<file path="config.mk">
export PLATFORM = sky130hd
export DESIGN_NAME = mem_access_stage
export DESIGN_NICKNAME = d
export VERILOG_FILES = /design/src/rtl/mem_access_stage.sv
export SDC_FILE = /design/constraint.sdc
export NUM_CORES = 1
export LEC_CHECK = 0
export CORE_MARGIN = 3
export CORE_UTILIZATION = 25
export DETAILED_ROUTE_END_ITERATION = 16
export HOLD_SLACK_MARGIN = 0.12
export PLACE_DENSITY = 0.75
export SYNTH_ARGS = -nofsm -noshare
export SYNTH_HDL_FRONTEND = slang
export SYNTH_SLANG_ARGS = --single-unit
</file>
<file path="constraint.sdc">
create_clock -name clk -period 3.1 [get_ports clk]
set_clock_uncertainty 0.2 [all_clocks]
set_input_delay 0.62 -clock clk [delete_from_list [all_inputs] [get_ports clk]]
set_output_delay 0.62 -clock clk [all_outputs]
set_load 0.03 [all_outputs]
</file>
<file path="src/rtl/mem_access_stage.sv">
// mem_access_stage: MEM stage issuing req/ack data-memory accesses and aligning/extending load data.
// Define MEM_MISALIGN_TRAP_EN to trap misaligned H/W accesses instead of issuing them.
module mem_access_stage (
    input  logic        clk,
    input  logic        rstn,
    input  logic        wb_en_in,
    input  logic        mem_r_en_in,
    input  logic        mem_w_en_in,
    input  logic [4:0]  dest_in,
    input  logic [31:0] alu_res_in,
    input  logic [31:0] store_val_in,
    input  logic [2:0]  funct3_in,
    output logic        wb_en_out,
    output logic        mem_r_en_out,
    output logic [4:0]  dest_out,
    output logic [31:0] alu_res_out,
    output logic [31:0] mem_read_val_out,
    output logic        stall,
    output logic        dmem_req,
    output logic        dmem_we,
    output logic [31:0] dmem_addr,
    output logic [31:0] dmem_wdata,
    output logic [3:0]  dmem_be,
    input  logic        dmem_ack,
    input  logic [31:0] dmem_rdata,
    output logic        misalign_trap
);
    typedef enum logic [1:0] {IDLE, REQ, DONE} state_t;
    state_t      r_state, w_next;
    logic        r_req;
    logic [31:0] r_rdata_q;
    logic        w_active, w_mis, w_trap, w_stall, w_req;
    logic [1:0]  w_off;
    logic [31:0] w_sh, w_hw, w_load, w_wdata;
    logic [3:0]  w_be;

    assign w_active = mem_r_en_in | mem_w_en_in;
    assign w_off    = alu_res_in[1:0];
`ifdef MEM_MISALIGN_TRAP_EN
    assign w_mis = w_active & (funct3_in[1] ? |w_off : funct3_in[0] & w_off[0]);
`else
    assign w_mis = 1'b0;
`endif
    assign w_trap  = w_mis & (r_state == IDLE);
    assign w_stall = w_active & (r_state != DONE) & ~w_trap;

    always_comb begin
        w_next = IDLE;
        if (r_state == IDLE && w_active && !w_mis) w_next = REQ;
        else if (r_state == REQ) w_next = dmem_ack ? DONE : REQ;
    end

    always_ff @(posedge clk) begin
        if (!rstn) begin
            r_state   <= IDLE;
            r_req     <= 1'b0;
            r_rdata_q <= '0;
        end else begin
            r_state <= w_next;
            r_req   <= (w_next == REQ);
            if (r_state == REQ && dmem_ack) r_rdata_q <= dmem_rdata;
        end
    end

    // Load alignment: byte lane by full offset, halfword lane by addr[1] only
    assign w_sh   = r_rdata_q >> {w_off, 3'b000};
    assign w_hw   = r_rdata_q >> {alu_res_in[1], 4'b0000};
    assign w_load = funct3_in[1] ? r_rdata_q :
                    funct3_in[0] ? {{16{~funct3_in[2] & w_hw[15]}}, w_hw[15:0]} :
                                   {{24{~funct3_in[2] & w_sh[7]}}, w_sh[7:0]};

    assign w_be    = funct3_in[1] ? 4'b1111 :
                     funct3_in[0] ? (alu_res_in[1] ? 4'b1100 : 4'b0011) : 4'b0001 << w_off;
    assign w_wdata = funct3_in[1] ? store_val_in :
                     funct3_in[0] ? {2{store_val_in[15:0]}} : {4{store_val_in[7:0]}};

    // Every output is forced low while rstn is asserted
    assign w_req            = rstn & r_req;
    assign dmem_req         = w_req;
    assign dmem_we          = w_req & mem_w_en_in;
    assign dmem_be          = w_req ? w_be : 4'b0000;
    assign dmem_wdata       = w_req ? w_wdata : 32'd0;
    assign dmem_addr        = rstn ? {alu_res_in[31:2], 2'b00} : 32'd0;
    assign stall            = rstn & w_stall;
    assign misalign_trap    = rstn & w_trap;
    assign wb_en_out        = rstn & wb_en_in & ~(mem_r_en_in & mem_w_en_in) & ~w_stall & ~w_trap;
    assign mem_r_en_out     = rstn & mem_r_en_in & ~w_stall;
    assign dest_out         = rstn ? dest_in : 5'd0;
    assign alu_res_out      = rstn ? alu_res_in : 32'd0;
    assign mem_read_val_out = (rstn && w_active && r_state == DONE) ? w_load : 32'd0;
endmodule
</file>
==> flow_metrics.env, run 1 <==
export IMPL_die_area_sq_um=13400
export IMPL_place_congestion=0.830
export IMPL_grt_pass1_wl_mm=20.7
export IMPL_drt_iter0_drc=376
export IMPL_cts_inserted_buffers=5
export IMPL_path_clk_slew_ps=60
export IMPL_async_flop_share=0
export IMPL_cts_max_level=2
export IMPL_synth_yosys_seq_area_share=0.233
export IMPL_min_period_ps=3030
export IMPL_final_common_cell="buf_4"
export IMPL_setup_viol=0
export IMPL_cts_hold_buf=0
export IMPL_syn_to_final_growth_pct=84.0
export IMPL_clock_latency_ps=280
export IMPL_cts_tree="built"
export IMPL_final_period_utilization=0.977
export IMPL_avgViaCountPerCell=4.92
export IMPL_ant_nets=0
export IMPL_multiInputGateArea_sq_um=1920
export IMPL_antenna_found_initial=1
export IMPL_grt_usage=0.195
export IMPL_path_max_fanout=5
export IMPL_worstPathArrival_ps=2210
export IMPL_dieWidth_microns=116
export IMPL_post_dp_hpwl_mm=11.1
export IMPL_overflow=0
export IMPL_r2r_slack_ps=1500
export IMPL_fill_cells=1140
export IMPL_finalHoldViolations=0
export IMPL_seq_area_sq_um=701
export IMPL_drcViolationCount=0
export IMPL_setup_worst_path_start_class="input pin"
export IMPL_ioPinCount=253
export IMPL_vias=4023
export IMPL_drt_pass1_iter_count=5
export IMPL_rows=39
export IMPL_synth_area_sq_um=3010
export IMPL_p_leak_nw=2.43
export IMPL_cts_sink_count=35
export IMPL_worstMarginPinSlew_ps=643
export IMPL_rsz0062_at_grt="no"
export IMPL_required_ps=2280
export IMPL_die_h_microns=116
export IMPL_crit_path_end_kind="output pin"
export IMPL_root_buffer="clkbuf_16"
export IMPL_syn_area_per_cell_sq_um=6.75
export IMPL_ys_ff_latch=35
export IMPL_drive_gt1_frac=0.312
export IMPL_hold_class="reg2reg"
export IMPL_post_route_util=0.477
export IMPL_ys_flop_type="dfxtp_1"
export IMPL_grt_max_degree=38
export IMPL_finalNetCount=783
export IMPL_power_density_nw_per_um2=300
export IMPL_wl_per_cell_microns=17.0
export IMPL_io_buffers=249
export IMPL_syn_inst=446
export IMPL_synth_edf_count=0
export IMPL_cap_violations=0
export IMPL_initial_core_util=0.259
export IMPL_fmax_mhz=330
export IMPL_status="completed"
export IMPL_core_area_sq_um=11600
export IMPL_slew_headroom=0.571
export IMPL_grt_pass1_vias=3858
export IMPL_mostFrequentLayoutCells="buf_4 (159), clkdlybuf4s50_1 (105), nand2_1 (102)"
export IMPL_routed_wl_mm=13.9
export IMPL_tns_ps=0
export IMPL_drv_slew=0
export IMPL_vdd_ir_drop_max_mv=0.269
export IMPL_setup_worst_path_class="in2out"
export IMPL_ys_warn_count=0
export IMPL_synth_distinct_cells=38
export IMPL_cts_buffer_depth=2
power breakdown:
| group | switching [mW] | total (mW) | internal, mW |
|---|---|---|---|
| Clock | 0.191 | 0.487 | 0.296 |
| Sequential | 0.0282 | 0.501 | 0.473 |
| Combinational | 0.360 | 0.677 | 0.317 |
repair_timing:
action / 4_1_cts / 5_1_grt
buffers inserted: 2 / 0
setup endpoints to repair: 26 / 8
pin swaps: 4 / 2
resized for setup: 8 / 2
cell usage after synthesis, types with 2 or more instances:
library cell	count	area share
nor3_1	2	0.0033
mux2i_1	19	0.063
o22ai_1	8	0.017
a22oi_1	7	0.017
o221a_2	7	0.026
clkbuf_1	16	0.020
buf_2	13	0.022
or2_1	2	0.0042
and2_1	36	0.075
buf_4	34	0.085
a222oi_1	8	0.027
nand2_1	102	0.13
nor3_2	2	0.0066
o21ai_0	2	0.0033
and3_1	10	0.021
nand3_1	2	0.0033
nand2b_1	2	0.0042
inv_1	3	0.0037
a21oi_1	69	0.11
buf_1	2	0.0025
nor2_1	41	0.051
nor2b_1	2	0.0042
dfxtp_1	35	0.23
mux2_2	8	0.030
metal layers:
metal	GRT usage	vias to the layer above	share of wire
met5	0	-	0
met4	0.0650	0	0.024
met3	0.0376	24	0.088
met2	0.340	217	0.48
met1	0.241	1838	0.40
li1	-	1944	-
worst paths after layout:
path / startpoint / cells after the start / end
setup reg to reg: r_state[0] / 4 / r_rdata_q[1]
setup / recovery: rstn / 6 / mem_read_val_out[4]
hold reg to reg: r_rdata_q[14] / 2 / r_rdata_q[14]
hold / removal: r_rdata_q[14] / 2 / r_rdata_q[14]
cell type report:
class | count | area share
repair buffers | 284 | 0.466
multi-input cells | 342 | 0.346
flip-flops and latches | 35 | 0.126
well taps | 143 | 0.0323
clock buffers | 6 | 0.0233
inverters | 5 | 0.00339
clock inverters | 2 | 0.00226
diodes | 1 | 0.000451
worst max-delay path, cell delays in order:
cell and delay (ps):
clkdlybuf4s50_1 480, o21ai_1 120, or3_1 410, buf_4 190, o22ai_1 170, buf_4 200
flip-flops by register name, indices dropped and copies added, names as in the netlist:
name       count
r_req          1
r_rdata_q     32
r_state        2
metrics by stage:
step / worst slack [ps] / cells / total power, mW / hold WS (ps) / instance area, sq um
floorplan: 444 / 448 / 0.862 / 247 / 3020
global placement: -74.5 / 807 / 1.17 / 260 / 5360
detailed placement: -78.5 / 807 / 1.18 / 266 / 5360
CTS: 20.7 / 817 / 1.67 / 273 / 5530
global route: 16.3 / 818 / 1.74 / 302 / 5540
finish: 71.7 / 818 / 1.67 / 272 / 5540
kinds of logic after synthesis:
| kind of cell | count (synthesis) | share of synthesized area |
|---|---|---|
| compound gates | 107 | 0.224 |
| fa+ha+maj | 1 | 0.00332 |
| buf+inv | 71 | 0.139 |
| flops | 35 | 0.233 |
| mux | 27 | 0.0931 |
| other cells | 1 | 0.00125 |
| simple gates | 204 | 0.307 |
(Power assumes the default switching activity.)
==> run 2, diff against run 1 <==
CORE_UTILIZATION = 36   (was 25)
PLACE_DENSITY = 0.95   (was 0.75)
SLEW_MARGIN = 0   (was not set)
==> flow_metrics.env, run 2 (same netlist as run 1, synthesis figures left out) <==
export IMPL_status="completed"
export IMPL_routed_wl_mm=15.4
export IMPL_worstSetupStartpoint="rstn"
export IMPL_die_h_microns=97.5
export IMPL_clock_latency_ps=300
export IMPL_drv_slew=0
export IMPL_rsz0062_at_grt="no"
export IMPL_slew_headroom=0.589
export IMPL_cts_inserted_buffers=5
export IMPL_antenna_found_initial=10
export IMPL_final_common_cell="buf_4"
export IMPL_power_density_nw_per_um2=288
export IMPL_syn_to_final_growth_pct=89.0
export IMPL_required_ps=2280
export IMPL_fmax_mhz=333
export IMPL_ant_nets=0
export IMPL_hold_class="reg2reg"
export IMPL_setup_viol=0
export IMPL_p_leak_nw=2.50
export IMPL_root_buffer="clkbuf_8"
export IMPL_cts_sink_count=35
export IMPL_ioPinCount=253
export IMPL_worstMarginPinSlew_ps=616
export IMPL_timing_rr_start="r_state[0]"
export IMPL_drt_iter0_drc=350
export IMPL_path_cells="clkdlybuf4s50_1 > o21ai_2 > or2_1 > o21ba_4 > o221a_2 > buf_4"
export IMPL_cts_hold_buf=0
export IMPL_cts_buffer_depth=2
export IMPL_slowest_delay_ps=510
export IMPL_io_buffers=249
export IMPL_path_clk_slew_ps=80
export IMPL_cp_slowest_cell="clkdlybuf4s50_1"
export IMPL_critPathCapture="mem_read_val_out[13]"
export IMPL_min_period_ps=3000
export IMPL_dp_cells=767
export IMPL_final_period_utilization=0.967
export IMPL_overflow=0
export IMPL_final_cells=791
export IMPL_multiInputGateArea_sq_um=1950
export IMPL_core_area_sq_um=7930
export IMPL_fill_cells=629
export IMPL_grt_pass1_wl_mm=22.9
export IMPL_place_congestion=0.901
export IMPL_cap_violations=0
export IMPL_rr_worst_depth=4
export IMPL_grt_max_degree=46
export IMPL_rows=32
export IMPL_whs_path_depth=2
export IMPL_mostFrequentLayoutCells="buf_4 (155), clkdlybuf4s50_1 (105), nand2_1 (102)"
export IMPL_drive_gt1_frac=0.324
export IMPL_finalHoldViolations=0
export IMPL_worstPathArrival_ps=2180
export IMPL_setup_worst_path_class="in2out"
export IMPL_drt_pass1_iter_count=7
export IMPL_dieWidth_microns=97.5
export IMPL_reg_largest_list="r_rdata_q x32, r_state x2, r_req x1"
export IMPL_grt_pass1_vias=4037
export IMPL_die_area_sq_um=9500
export IMPL_grt_usage=0.304
export IMPL_path_max_fanout=7
export IMPL_wl_per_cell_microns=19.5
export IMPL_vdd_ir_drop_max_mv=0.340
export IMPL_r2r_slack_ps=1480
export IMPL_post_route_util=0.718
export IMPL_top_register="r_rdata_q"
export IMPL_vias=4150
export IMPL_power_mw=1.64
export IMPL_initial_core_util=0.380
export IMPL_largest_register_ffs=32
export IMPL_finalNetCount=788
export IMPL_cts_max_level=2
export IMPL_cts_tree="built"
export IMPL_drcViolationCount=0
export IMPL_design_area_sq_um=5690
export IMPL_post_dp_hpwl_mm=12.3
export IMPL_r2r_end="r_rdata_q[29]"
export IMPL_crit_path_end_kind="output pin"
export IMPL_avgViaCountPerCell=5.25
export IMPL_place_area_sq_um=5410
export IMPL_seq_area_sq_um=701
export IMPL_setup_worst_path_start_class="input pin"
==> run 2: critical path, delay by kind of cell <==
kind	cells	cell delay, ps
AO/OA/AOI/OAI	3	620
buffers and inverters	2	670
AND/OR/NAND/NOR	1	270
==> run 2: area by class of cell <==
cell class                 instances  share of cell area
multi-input combinational        342               0.342
timing repair buffer             289               0.484
clock buffer                       5              0.0121
inverter                           5             0.00330
antenna                           10             0.00440
tap                              102              0.0224
clock inverter                     3             0.00835
sequential                        35               0.123
==> run 2: metal layers <==
metal | vias up | GRT usage | routed length [microns] | part of all wire
met2 | 236 | 0.504 | 7790 | 0.50
li1 | 1962 | - | - | -
met4 | 0 | 0.144 | 439 | 0.028
met1 | 1921 | 0.380 | 6060 | 0.39
met5 | - | 0 | 0 | 0
met3 | 31 | 0.0538 | 1150 | 0.074
==> run 2: where the power goes <==
group | internal [mW] | switching, mW | total (mW)
clock network | 0.244 | 0.188 | 0.432
registers | 0.472 | 0.0307 | 0.502
logic | 0.332 | 0.373 | 0.705
total | 1.05 | 0.592 | 1.64
==> run 2: how the worst min path moves through the flow <==
stage | startpoint | to
after floorplan | r_rdata_q[10] | r_rdata_q[10]
after global placement | r_rdata_q[13] | r_rdata_q[13]
after detailed placement | r_rdata_q[14] | r_rdata_q[14]
after CTS | r_rdata_q[14] | r_rdata_q[14]
after global routing | r_rdata_q[13] | r_rdata_q[13]
final | r_rdata_q[13] | r_rdata_q[13]
==> run 2: metrics by stage <==
stage	hold slack (ps)	TNS, ps	worst slack [ps]
after floorplan	247	0	444
after global placement	263	-831	-72.3
after detailed placement	269	-766	-50.2
after CTS	281	-77.9	-28.1
after global routing	307	0	47.4
final	285	0	101
==> run 2: timing repair <==
item	CTS	global route
cloned	1	0
pin swaps	9	1
endpoints found under the hold margin	0	0
resized for setup	11	2
setup endpoints to repair	30	22
buffers inserted	5	0
